`src/rtl/ddr4_cmd_sched.sv`:
```
// rtl/ddr4_cmd_sched.sv - DDR4 host-side command scheduler (PRE/ACT/RD/WR, periodic PREA+REF)
// One request in flight; per-bank open-row table and timers gate every command.
module ddr4_cmd_sched #(
   parameter int BGWIDTH   = 2,
   parameter int BAWIDTH   = 2,
   parameter int ADDRWIDTH = 17,
   parameter int COLWIDTH  = 10,
   parameter int T_RCD     = 4,
   parameter int T_RAS     = 10,
   parameter int T_RP      = 4,
   parameter int T_CCD     = 2,
   parameter int T_RFC     = 16,
   parameter int T_REFI    = 64
) (
   input  logic                 clk,
   input  logic                 reset_n,
   input  logic                 req_valid,
   output logic                 req_ready,
   input  logic                 req_wr,
   input  logic [BGWIDTH-1:0]   req_bg,
   input  logic [BAWIDTH-1:0]   req_ba,
   input  logic [ADDRWIDTH-1:0] req_row,
   input  logic [COLWIDTH-1:0]  req_col,
   input  logic                 stall,
   output logic                 cke,
   output logic                 cs_n,
   output logic                 act_n,
   output logic [ADDRWIDTH-1:0] A,
   output logic [BGWIDTH-1:0]   bg,
   output logic [BAWIDTH-1:0]   ba,
   output logic                 busy
);
   localparam int BKW = BGWIDTH + BAWIDTH;
   localparam int NB  = 1 << BKW;
   localparam logic [7:0]  RCD_LD    = 8'(T_RCD - 1);
   localparam logic [7:0]  RAS_LD    = 8'(T_RAS - 1);
   localparam logic [7:0]  RP_LD     = 8'(T_RP - 1);
   localparam logic [7:0]  CCD_LD    = 8'(T_CCD - 1);
   localparam logic [7:0]  RFC_LD    = 8'(T_RFC - 1);
   localparam logic [15:0] REFI_LAST = 16'(T_REFI - 1);

   typedef enum logic [2:0] {
      S_IDLE, S_PRE, S_ACT, S_CAS, S_RPREA, S_RWAIT, S_REF, S_RFC
   } state_t;

   typedef enum logic [2:0] {
      C_NONE, C_ACT, C_PRE, C_CAS, C_PREA, C_REF
   } cmd_t;

   state_t                 state_q, state_d;
   cmd_t                   cmd_d;
   logic                   pend_q, pend_d;
   logic [15:0]            refi_q;
   logic [NB-1:0]          open_q;
   logic [ADDRWIDTH-1:0]   row_q [NB];
   logic [7:0]             rcd_q [NB];
   logic [7:0]             ras_q [NB];
   logic [7:0]             rp_q  [NB];
   logic [7:0]             ccd_q, rfc_q;
   logic                   wr_q;
   logic [BKW-1:0]         bank_q;
   logic [ADDRWIDTH-1:0]   lrow_q;
   logic [COLWIDTH-1:0]    col_q;

   logic [BKW-1:0]         req_bank;
   logic                   accept;
   logic                   ras_ok_all, rp_ok_all;

   assign req_bank = {req_bg, req_ba};
   assign accept   = req_valid && req_ready && (state_q == S_IDLE);

   function automatic logic [ADDRWIDTH-1:0] cmd_bits(input logic [2:0] rcw, input logic a10,
                                                     input logic [COLWIDTH-1:0] col);
      logic [ADDRWIDTH-1:0] r;
      r                 = '0;
      r[COLWIDTH-1:0]   = col;
      r[10]             = a10;
      r[16:14]          = rcw;
      return r;
   endfunction

   // rp_ok_all looks one cycle ahead so REF lands exactly T_RP after PREA.
   always_comb begin
      ras_ok_all = 1'b1;
      rp_ok_all  = 1'b1;
      for (int i = 0; i < NB; i++) begin
         if (open_q[i] && ras_q[i] != 8'd0) ras_ok_all = 1'b0;
         if (rp_q[i] > 8'd1)                rp_ok_all  = 1'b0;
      end
   end

   always_comb begin
      state_d = state_q;
      pend_d  = pend_q;
      cmd_d   = C_NONE;
      case (state_q)
         S_IDLE: begin
            if (pend_q)
               state_d = S_RPREA;
            else if (accept) begin
               if (!open_q[req_bank])                 state_d = S_ACT;
               else if (row_q[req_bank] == req_row)   state_d = S_CAS;
               else                                   state_d = S_PRE;
            end
         end
         S_PRE: if (!stall && ras_q[bank_q] == 8'd0 && rfc_q == 8'd0) begin
            cmd_d   = C_PRE;
            state_d = S_ACT;
         end
         S_ACT: if (!stall && rp_q[bank_q] == 8'd0 && rfc_q == 8'd0) begin
            cmd_d   = C_ACT;
            state_d = S_CAS;
         end
         S_CAS: if (!stall && rcd_q[bank_q] == 8'd0 && ccd_q == 8'd0 && rfc_q == 8'd0) begin
            cmd_d   = C_CAS;
            state_d = S_IDLE;
         end
         S_RPREA: if (!stall && ras_ok_all) begin
            if (|open_q) cmd_d = C_PREA;
            state_d = S_RWAIT;
         end
         S_RWAIT: if (!stall && rp_ok_all) state_d = S_REF;
         S_REF: if (!stall) begin
            cmd_d   = C_REF;
            pend_d  = 1'b0;
            state_d = S_RFC;
         end
         S_RFC: if (!stall && rfc_q == 8'd0) state_d = S_IDLE;
         default: state_d = S_IDLE;
      endcase
      // An interval expiring while a refresh is still pending is simply absorbed.
      if (refi_q == REFI_LAST) pend_d = 1'b1;
   end

   always_ff @(posedge clk) begin
      if (!reset_n) begin
         state_q   <= S_IDLE;
         pend_q    <= 1'b0;
         refi_q    <= '0;
         open_q    <= '0;
         ccd_q     <= '0;
         rfc_q     <= '0;
         for (int i = 0; i < NB; i++) begin
            row_q[i] <= '0;
            rcd_q[i] <= '0;
            ras_q[i] <= '0;
            rp_q[i]  <= '0;
         end
         wr_q      <= 1'b0;
         bank_q    <= '0;
         lrow_q    <= '0;
         col_q     <= '0;
         cke       <= 1'b0;
         cs_n      <= 1'b1;
         act_n     <= 1'b1;
         A         <= '0;
         bg        <= '0;
         ba        <= '0;
         req_ready <= 1'b0;
         busy      <= 1'b0;
      end else begin
         state_q   <= state_d;
         pend_q    <= pend_d;
         refi_q    <= (refi_q == REFI_LAST) ? 16'd0 : refi_q + 16'd1;
         for (int i = 0; i < NB; i++) begin
            if (rcd_q[i] != 8'd0) rcd_q[i] <= rcd_q[i] - 8'd1;
            if (ras_q[i] != 8'd0) ras_q[i] <= ras_q[i] - 8'd1;
            if (rp_q[i]  != 8'd0) rp_q[i]  <= rp_q[i]  - 8'd1;
         end
         if (ccd_q != 8'd0) ccd_q <= ccd_q - 8'd1;
         if (rfc_q != 8'd0) rfc_q <= rfc_q - 8'd1;

         cke       <= 1'b1;
         req_ready <= (state_d == S_IDLE) && !pend_d && cke && !stall;
         busy      <= (state_d != S_IDLE) || pend_d;
         cs_n      <= 1'b1;
         act_n     <= 1'b1;

         if (accept) begin
            wr_q   <= req_wr;
            bank_q <= req_bank;
            lrow_q <= req_row;
            col_q  <= req_col;
         end

         // Later loads override the decrements above for the bank being commanded.
         case (cmd_d)
            C_ACT: begin
               cs_n          <= 1'b0;
               act_n         <= 1'b0;
               A             <= lrow_q;
               bg            <= bank_q[BKW-1:BAWIDTH];
               ba            <= bank_q[BAWIDTH-1:0];
               open_q[bank_q] <= 1'b1;
               row_q[bank_q] <= lrow_q;
               rcd_q[bank_q] <= RCD_LD;
               ras_q[bank_q] <= RAS_LD;
            end
            C_PRE: begin
               cs_n          <= 1'b0;
               A             <= cmd_bits(3'b010, 1'b0, '0);
               bg            <= bank_q[BKW-1:BAWIDTH];
               ba            <= bank_q[BAWIDTH-1:0];
               open_q[bank_q] <= 1'b0;
               rp_q[bank_q]  <= RP_LD;
            end
            C_CAS: begin
               cs_n          <= 1'b0;
               A             <= cmd_bits(wr_q ? 3'b100 : 3'b101, 1'b0, col_q);
               bg            <= bank_q[BKW-1:BAWIDTH];
               ba            <= bank_q[BAWIDTH-1:0];
               ccd_q         <= CCD_LD;
            end
            C_PREA: begin
               cs_n          <= 1'b0;
               A             <= cmd_bits(3'b010, 1'b1, '0);
               open_q        <= '0;
               for (int i = 0; i < NB; i++) rp_q[i] <= RP_LD;
            end
            C_REF: begin
               cs_n          <= 1'b0;
               A             <= cmd_bits(3'b001, 1'b0, '0);
               rfc_q         <= RFC_LD;
            end
            default: ;
         endcase
      end
   end
endmodule
```
`config.mk`:
```
export PLATFORM = sky130hd
export DESIGN_NAME = ddr4_cmd_sched
export DESIGN_NICKNAME = d
export VERILOG_FILES = /design/src/rtl/ddr4_cmd_sched.sv
export SDC_FILE = /design/constraint.sdc
export NUM_CORES = 1
export LEC_CHECK = 0
export CORE_ASPECT_RATIO = 0.5
export CORE_MARGIN = 1.5
export CORE_UTILIZATION = 50
export DETAILED_ROUTE_END_ITERATION = 12
export HOLD_SLACK_MARGIN = 0.05
export PLACE_DENSITY_LB_ADDON = 0.1
export SYNTH_ARGS = -nofsm -noshare
export SYNTH_HDL_FRONTEND = slang
export SYNTH_SLANG_ARGS = --single-unit
```
`constraint.sdc`:
```
create_clock -name clk -period 2.9 [get_ports clk]
set_clock_uncertainty 0.05 [all_clocks]
set_input_delay 0.435 -clock clk [delete_from_list [all_inputs] [get_ports clk]]
set_output_delay 0.435 -clock clk [all_outputs]
set_load 0.005 [all_outputs]
```
; ---- Word-level counts from Yosys, hierarchy flattened
; Memory sizes are Yosys's and may differ from the RTL's. A register that Yosys moved wholly into a read port is not among the register bits.
; Cells that the tools add are included.
[op_classes]
n_addsub = 51
mul = 0
div_mod_pow = 0
order_cmp = 19
eq_ne = 14
n_shift = 0
n_mux = 295
n_bitwise = 68
n_reduce_logical = 104
[ops]
columns = operator, count
row1 = $mux W8, 64
row2 = $reduce_bool A8 Y1, 50
row3 = $sub A8 B1 Y8 const B, 50
row4 = $mux W1, 199
row5 = $gt A8 B1 Y1 const B, 16
row6 = $pmux W17 S5, 1
row7 = $or A1 B1 Y1, 64
row8 = $pmux W16 S3, 1
row9 = $logic_not A8 Y1, 5
row10 = $mux W3, 12
row11 = $mux W4, 9
row12 = $logic_and A1 B1 Y1, 32
row13 = $pmux W3 S8, 1
row14 = $eq A3 B3 Y1 const B, 6
row15 = $eq A17 B17 Y1, 1
row16 = $mux W17, 1
row17 = $reduce_or A17 Y1, 1
row18 = $add A16 B1 Y16 const B, 1
row19 = $and A16 B16 Y16, 1
row20 = $eq A16 B6 Y1 const B, 1
row21 = $not A16 Y16, 1
row22 = $or A16 B16 Y16, 1
row23 = $reduce_or A16 Y1, 1
row24 = $pmux W3 S5, 1
row25 = 17 further kinds, 31
[totals]
reg_bits = 110
latchBits = 0
ramBits = 656
rom_bits = 0
in_bits = 36
out_inout_bits = 26
word_cells = 575
n_memories = 4
[memory_table]
columns = memory, depth, width, rd, rd_ports_with_merged_regs, write_ports, line
row1 = row_q, 16, 17, 1, 0, 16, 55  ; logic [ADDRWIDTH-1:0] row_q [NB];
row2 = ras_q, 16, 8, 17, 1, 17, 57  ; logic [7:0] ras_q [NB];
row3 = rcd_q, 16, 8, 17, 1, 17, 56  ; logic [7:0] rcd_q [NB];
row4 = rp_q, 16, 8, 17, 1, 17, 58  ; logic [7:0] rp_q [NB];

; ---- Longest topological paths before layout
; Gate-level depths: netlist of the first run.
; An unclocked memory read counts as a cell.
[logic_depth]
word_depth = 28
mapped_depth = 13
mapped_depth_nobuf = 10

; ---- Least setup slack after synthesis of the first run
; No wires, ideal clock.
[synth_timing]
path_kind = flip-flop to flip-flop
startpoint = memory rp_q[14][2]
endpoint = memory row_q[14][0] (enable)
setup_ns = 0.353
arrival_time_ns = 2.684
required_time_ns = 2.497
setup_slack_ns = -0.186
stages_incl_launch_ff = 10
path_buffers = 2
period_less_slack_ns = 3.086
path_cell_list = dfxtp_1 -> or4_1 -> or2_1 -> o221ai_1 -> nor2_1 -> o32ai_4 -> buf_2 -> nand3_1 -> nand2_1 -> buf_2
[synth_rtl]
columns = item, line
row1 = from (decl), 58
row2 = to (decl), 55

==> results of run 1 <==
[area by class of cell]
| cell class | instances | area (µm²) |
|---|---|---|
| Antenna cell | 1 | 2.50 |
| Clock buffer | 97 | 2050 |
| Clock inverter | 28 | 209 |
| Fill cell | 5701 | 26400 |
| Inverter | 127 | 479 |
| Multi-Input combinational cell | 2598 | 17400 |
| Sequential cell | 770 | 18100 |
| Tap cell | 958 | 1200 |
| Timing Repair Buffer | 506 | 5200 |
[through the flow]
step | util [%] | std cells
after global routing | 62.8 | 5084
after global placement | 57.6 | 4917
final | 62.8 | 5085
after floorplan | - | 3632
after CTS | 62.2 | 5071
after detailed placement | 57.6 | 4917
[synthesized netlist by cell type, drive strengths merged, types with 4 or more instances]
cell | n | area [µm²]
nand4 | 33 | 206
nor3 | 132 | 691
nor2 | 539 | 2050
dfxtp | 498 | 9970
and3 | 11 | 68.8
or3 | 27 | 169
or4 | 31 | 233
nor2b | 25 | 156
a311o | 6 | 60.1
nor4 | 87 | 572
a21oi | 170 | 851
o21ai | 115 | 598
o31ai | 7 | 57.6
nand2b | 28 | 175
clkbuf | 77 | 289
a211o | 4 | 35.0
xnor2 | 221 | 1940
a211oi | 20 | 150
a22oi | 8 | 60.1
or2 | 8 | 50.1
buf | 61 | 347
a221oi | 14 | 160
o211ai | 22 | 165
a31oi | 6 | 37.5
nor3b | 15 | 118
mux4 | 67 | 1510
mux2 | 18 | 203
and4 | 4 | 35.0
nand3 | 113 | 566
ha | 88 | 1100
edfxtp | 272 | 8170
and2 | 259 | 1620
a2111oi | 5 | 100
nand4b | 5 | 43.8
nand2 | 303 | 1140
inv | 126 | 473
mux2i | 59 | 591
nand3b | 12 | 90.1
o22ai | 8 | 50.1
xor2 | 81 | 709
[kinds of logic (layout without fill, tap and decap cells)]
group | after synthesis | count (layout) | synth area share, %
AO/OA/AOI/OAI | 415 | 415 | 7.27
XOR/XNOR | 302 | 302 | 7.34
adder cells (fa/ha/maj) | 88 | 88 | 3.05
buffers and inverters | 265 | 758 | 3.08
flip-flops | 770 | 770 | 50.3
multiplexers | 144 | 144 | 6.38
other | 0 | 1 | 0
AND/OR/NAND/NOR | 1648 | 1649 | 22.6
[power by group]
part,leakage (nW),switching (mW),internal [mW]
registers,6.91,1.92,13.6
logic,9.45,9.51,8.62
clock network,1.11,4.21,5.15
total,17.5,15.6,27.3
[per-layer routing]
layer | GRT usage, % | vias to the layer above | routed length (µm)
met5 | 0 | - | 0
met4 | 8.10 | 0 | 2340
met3 | 4.94 | 154 | 9210
met2 | 42.7 | 993 | 46100
met1 | 40.6 | 13901 | 47500
li1 | - | 13573 | -
[state kept, by name, summed over array words and instances (netlist names), 8 cells and up, named ones only]
signal  flops
rcd_q     128
open_q     16
refi_q     16
col_q      10
rfc_q       8
rp_q      128
ras_q     128
A          17
ccd_q       8
row_q     272
lrow_q     17
[worst min-delay path: stages]
cell and delay, ps:
buf_4 250, o21ai_0 130, o21ai_0 80
[worst max path at each step]
| stage | endpoint |
|---|---|
| after floorplan | row_q[14][0]$_SDFFCE_PN0P_ |
| after global placement | A[4]$_SDFFE_PN0N_ |
| after detailed placement | A[1]$_SDFFE_PN0N_ |
| after CTS | row_q[1][8]$_SDFFCE_PN0P_ |
| after global routing | row_q[0][15]$_SDFFCE_PN0P_ |
| final | row_q[15][2]$_SDFFCE_PN0P_ |
[repair_timing]
item,CTS,global route
pin swaps,30,22
gates cloned,12,12
gates resized for setup,108,48
setup buffers,19,3
setup endpoints to repair,871,908
==> out/results.ini, run 1 <==
[run_status]
outcome=finished with violations
violations=negative setup slack

[clock_tree]
clk_latency_ps=660
clock_path_buffers=3
clkTransAtPathRegs_ps=70
cts_sinks=770
cts-root-buf=clkbuf_16
cts_buffers=70
cts_tree=done
hold_buffers=0
htreeDepth=3

[critical_path]
worstReg2RegStart=rp_q[9][0]$_SDFFE_PP1P_
startpoint=rp_q[9][0]$_SDFFE_PP1P_
critical_path_buf_inv_count=6
r2r-end=row_q[15][2]$_SDFFCE_PN0P_
reg2reg_slack_ps=-280
ff2ff_path_depth=13
crit_required_ps=3210
path_cells=or3_1 > nor4b_2 > buf_4 > a311o_1 > nand4_1 > o32ai_4 > buf_12 > buf_12 > buf_8 > nand3_4 > nand2_4 > buf_12 > buf_12
critPathTopFamily=simple AND/OR/NAND/NOR gates
worstPathMaxFanout=6
crit_slowest_cell=or3_1
cp.depth=13
end_kind=flop
path_common_cell=buf_12
max_stage_delay_ps=400
critPathArrivalTime_ps=3490
critPathKind=flop to flop
cp-start-kind=flop

[sta]
hold_slack_ps=272
min_period_over_period_pct=110
grt_setup_unrepaired=true
worstMarginPinSlew_ps=1020
setup_ws_ps=-280
relSlewSlack_pct=31.4
hold_viol=0
slew_viol_final=0
setup_tns_ps=-143170
fmax_ghz=0.315
finalSetupViolCount=777
period_needed_ps=3180

[flow_run]
max-cap-violations=0

[cells_and_area]
finalInstanceArea_um2=44700
area_growth_pct=23.9
layout_commonest_cell=nor2_1
fin_nets=4197
final_cell_mix=nor2_1 (519), dfxtp_1 (490), buf_4 (351), nand2_1 (288), edfxtp_1 (272)
drive_gt1_share_pct=18.8

[grt]
antenna_found_initial=1
grt_pass1_wl_um=157000
grt-ovfl-total=0
grt_use_total_pct=28.0
grt_max_degree=145
grt_pass1_vias=26989

[hold_path]
hp-start=reset_n
min_to=rp_q[6][1]$_SDFFE_PP1P_
hold-path-cell-count=3
hold_path.class=input pin to flop

[logic_synthesis]
syn-instance-count=3632
synth_flop_cell=dfxtp_1
synth_area_um2=36100
yosysSeqAreaShare_pct=50.3
synth_cell_types=88
avgSynthCellArea_um2=9.93
synth_seq_cells=770
async_reset_ff_share_pct=0
syn-num-nets=3756
synth-edff-count=272
yosysWarnings=0

[pwr]
ir_drop_mv=0.491
finalPower_mw=43.0
power.leakage_nw=17.5
powerDensity_nw_per_um2=961

[route]
drt-total-wl_um=105000
viasPerCell=5.63
dr.pass1.iters=6
wire_per_inst_um=20.7
drt_iter0_markers=2851
vias=28621
ant_nets=0
post-route-drc-count=0

[die]
die-area_um2=73800
start_util_pct=50.7
die_y_um=193
core.rowCount=69
die_w_um=383
design.core.area_um2=71100
num_io_pins=62

[placed_design]
portBuffers=61
dpl_worst_slack_ps=-526
postPlaceCellArea_um2=41000
hpwl_um=71700
gp_congestion=0.975

(Power assumes the default switching activity.)
==> inputs of run 2 (changes only) <==
--- a/config.mk
+++ b/config.mk
@@ -7,10 +7,11 @@
 export LEC_CHECK = 0
 export CORE_ASPECT_RATIO = 0.5
 export CORE_MARGIN = 1.5
-export CORE_UTILIZATION = 50
+export CORE_UTILIZATION = 48
 export DETAILED_ROUTE_END_ITERATION = 12
 export HOLD_SLACK_MARGIN = 0.05
 export PLACE_DENSITY_LB_ADDON = 0.1
 export SYNTH_ARGS = -nofsm -noshare
 export SYNTH_HDL_FRONTEND = slang
 export SYNTH_SLANG_ARGS = --single-unit
+export TNS_END_PERCENT = 100
==> out/results.ini, run 2 (same netlist as run 1, synthesis figures left out) <==
[cells_and_area]
area_growth_pct=25.7
final_util_pct=61.5
final_cells=5212
layout_commonest_cell=nor2_1
largest_reg_flops=272
final_cell_mix=nor2_1 (519), dfxtp_1 (491), buf_4 (420), nand2_1 (286), edfxtp_1 (272)
diodes=0
drive_gt1_share_pct=20.9
fin_nets=4270
top_register=row_q

[flow_run]
max-cap-violations=0

[clock_tree]
clkTransAtPathRegs_ps=70
clock_path_buffers=3
cts_buffers=72
cts-root-buf=clkbuf_16
cts_tree=done
cts_sinks=770
clk_latency_ps=660
htreeDepth=3

[critical_path]
path_common_cell=buf_12
startpoint=rp_q[11][2]$_SDFFE_PP0P_
path_cells=or4_4 > nor3_4 > a311o_1 > nand4_1 > o32ai_4 > buf_12 > buf_12 > nand2_8 > buf_12 > nor2_4 > clkbuf_16 > and2_1
crit_required_ps=3370
end_kind=flop
worstReg2RegStart=rp_q[11][2]$_SDFFE_PP0P_
critical_path_buf_inv_count=4
critPathArrivalTime_ps=3580
critPathKind=flop to flop
max_stage_delay_ps=560
worstPathMaxFanout=8
crit_slowest_cell=or4_4
cp-start-kind=flop
critPathTopFamily=simple AND/OR/NAND/NOR gates

[pwr]
combPwrFrac_pct=42.4
p_sw_mw=15.7
powerDensity_nw_per_um2=974
p_sw_share_pct=35.6
ir_drop_mv=0.487
p_int_mw=28.4
seqPwrFrac_pct=34.7
finalPower_mw=44.2
power.leakage_nw=17.9
clkPwrFrac_pct=22.9

[route]
post-route-drc-count=0
vias=28665
drt-total-wl_um=104000
ant_nets=0
wire_per_inst_um=19.9
dr.pass1.iters=5
viasPerCell=5.50
drt_iter0_markers=2470

[sta]
slew_viol_final=0
finalSetupViolCount=831
min_period_over_period_pct=107
grt_setup_unrepaired=true
hold_slack_ps=270
worstMarginPinSlew_ps=849
relSlewSlack_pct=43.4
hold_viol=0
fmax_ghz=0.322
setup_ws_ps=-207
period_needed_ps=3110

[die]
core.rowCount=70
start_util_pct=49.0
die_y_um=197
num_io_pins=62
die_w_um=391
die-area_um2=76900
design.core.area_um2=73700

[hold_path]
hold_path.class=input pin to flop
hp-start=req_col[1]

[placed_design]
portBuffers=61
placedCellCount=5054
hpwl_um=73100
gp_congestion=0.992

[run_status]
violations=negative setup slack
outcome=finished with violations

[grt]
grt_pass1_wl_um=161000
grt_max_degree=145
grt_pass1_vias=28119
grt_use_total_pct=27.2
antenna_found_initial=2
grt-ovfl-total=0

## run 2: cell count changes in the layout (fill, tap and decap cells not counted), sizes merged
cell,before,now
dlygate4sd3,0,1
buf,438,516
bufinv,2,6
clkinv,20,22
diode,1,0
clkbuf,108,101
## run 2: final cells by class
class	count	area, µm²
fillers	5985	28300
flip-flops and latches	770	18100
multi-input cells	2598	17400
repair buffers	577	5570
clock buffers	98	2140
well taps	1008	1260
inverters	127	479
clock inverters	34	350
## run 2: path summary, 6_finish.rpt
check / depth (start not counted) / endpoint / slack (ps)
max: 12 / row_q[15][2]$_SDFFCE_PN0P_ / -210
min: 3 / col_q[1]$_SDFFE_PN0P_ / 270
min reg2reg: 2 / lrow_q[14]$_SDFFE_PN0P_ / 410
max reg2reg: 12 / row_q[15][2]$_SDFFCE_PN0P_ / -210
## run 2: stage by stage
stage                     TNS [ps]  setup slack [ps]  instance area [µm²]
after floorplan               -275             -8.59                36200
after global placement     -135060              -427                41700
after detailed placement   -178420              -431                41700
after CTS                   -51500              -144                45100
after global routing       -147610              -281                45300
final                       -94460              -207                45300
## run 2: repair_timing
item                                    4_1_cts  5_1_grt
endpoints found under the hold margin         1        0
gates cloned                                  8        3
endpoints found under the setup margin      887      895
hold buffers                                  1        0
gates resized for setup                     147       31
buffers inserted                             18        1
pin swaps                                    42        9
## run 2: worst reg2reg max path: stages (launching register included)
cell and delay, ps:
dfxtp_1 320, or4_4 560, nor3_4 200, a311o_1 250
nand4_1 180, o32ai_4 340, buf_12 160, buf_12 120
nand2_8 80, buf_12 170, nor2_4 200, clkbuf_16 230
and2_1 120
## run 2: power groups by stage
| stage | clock [mW] | sequential [mW] | combinational (mW) |
|---|---|---|---|
| 6_report | 10.1 | 15.3 | 18.7 |
| 5_1_grt | 10.7 | 15.6 | 21.0 |
| 4_1_cts | 10.3 | 15.3 | 18.7 |
| 3_5_place_dp | 0 | 15.4 | 18.1 |
| 3_3_place_gp | 0 | 15.4 | 17.7 |
| 2_1_floorplan | 0 | 15.4 | 12.0 |
## run 2: per-layer routing
metal	GRT usage (%)	vias to the layer above	share of wire, %
li1	-	13740	-
met1	38.5	13883	45
met2	43.3	886	45
met3	4.56	156	7.5
met4	7.13	0	2.3
met5	0	-	0
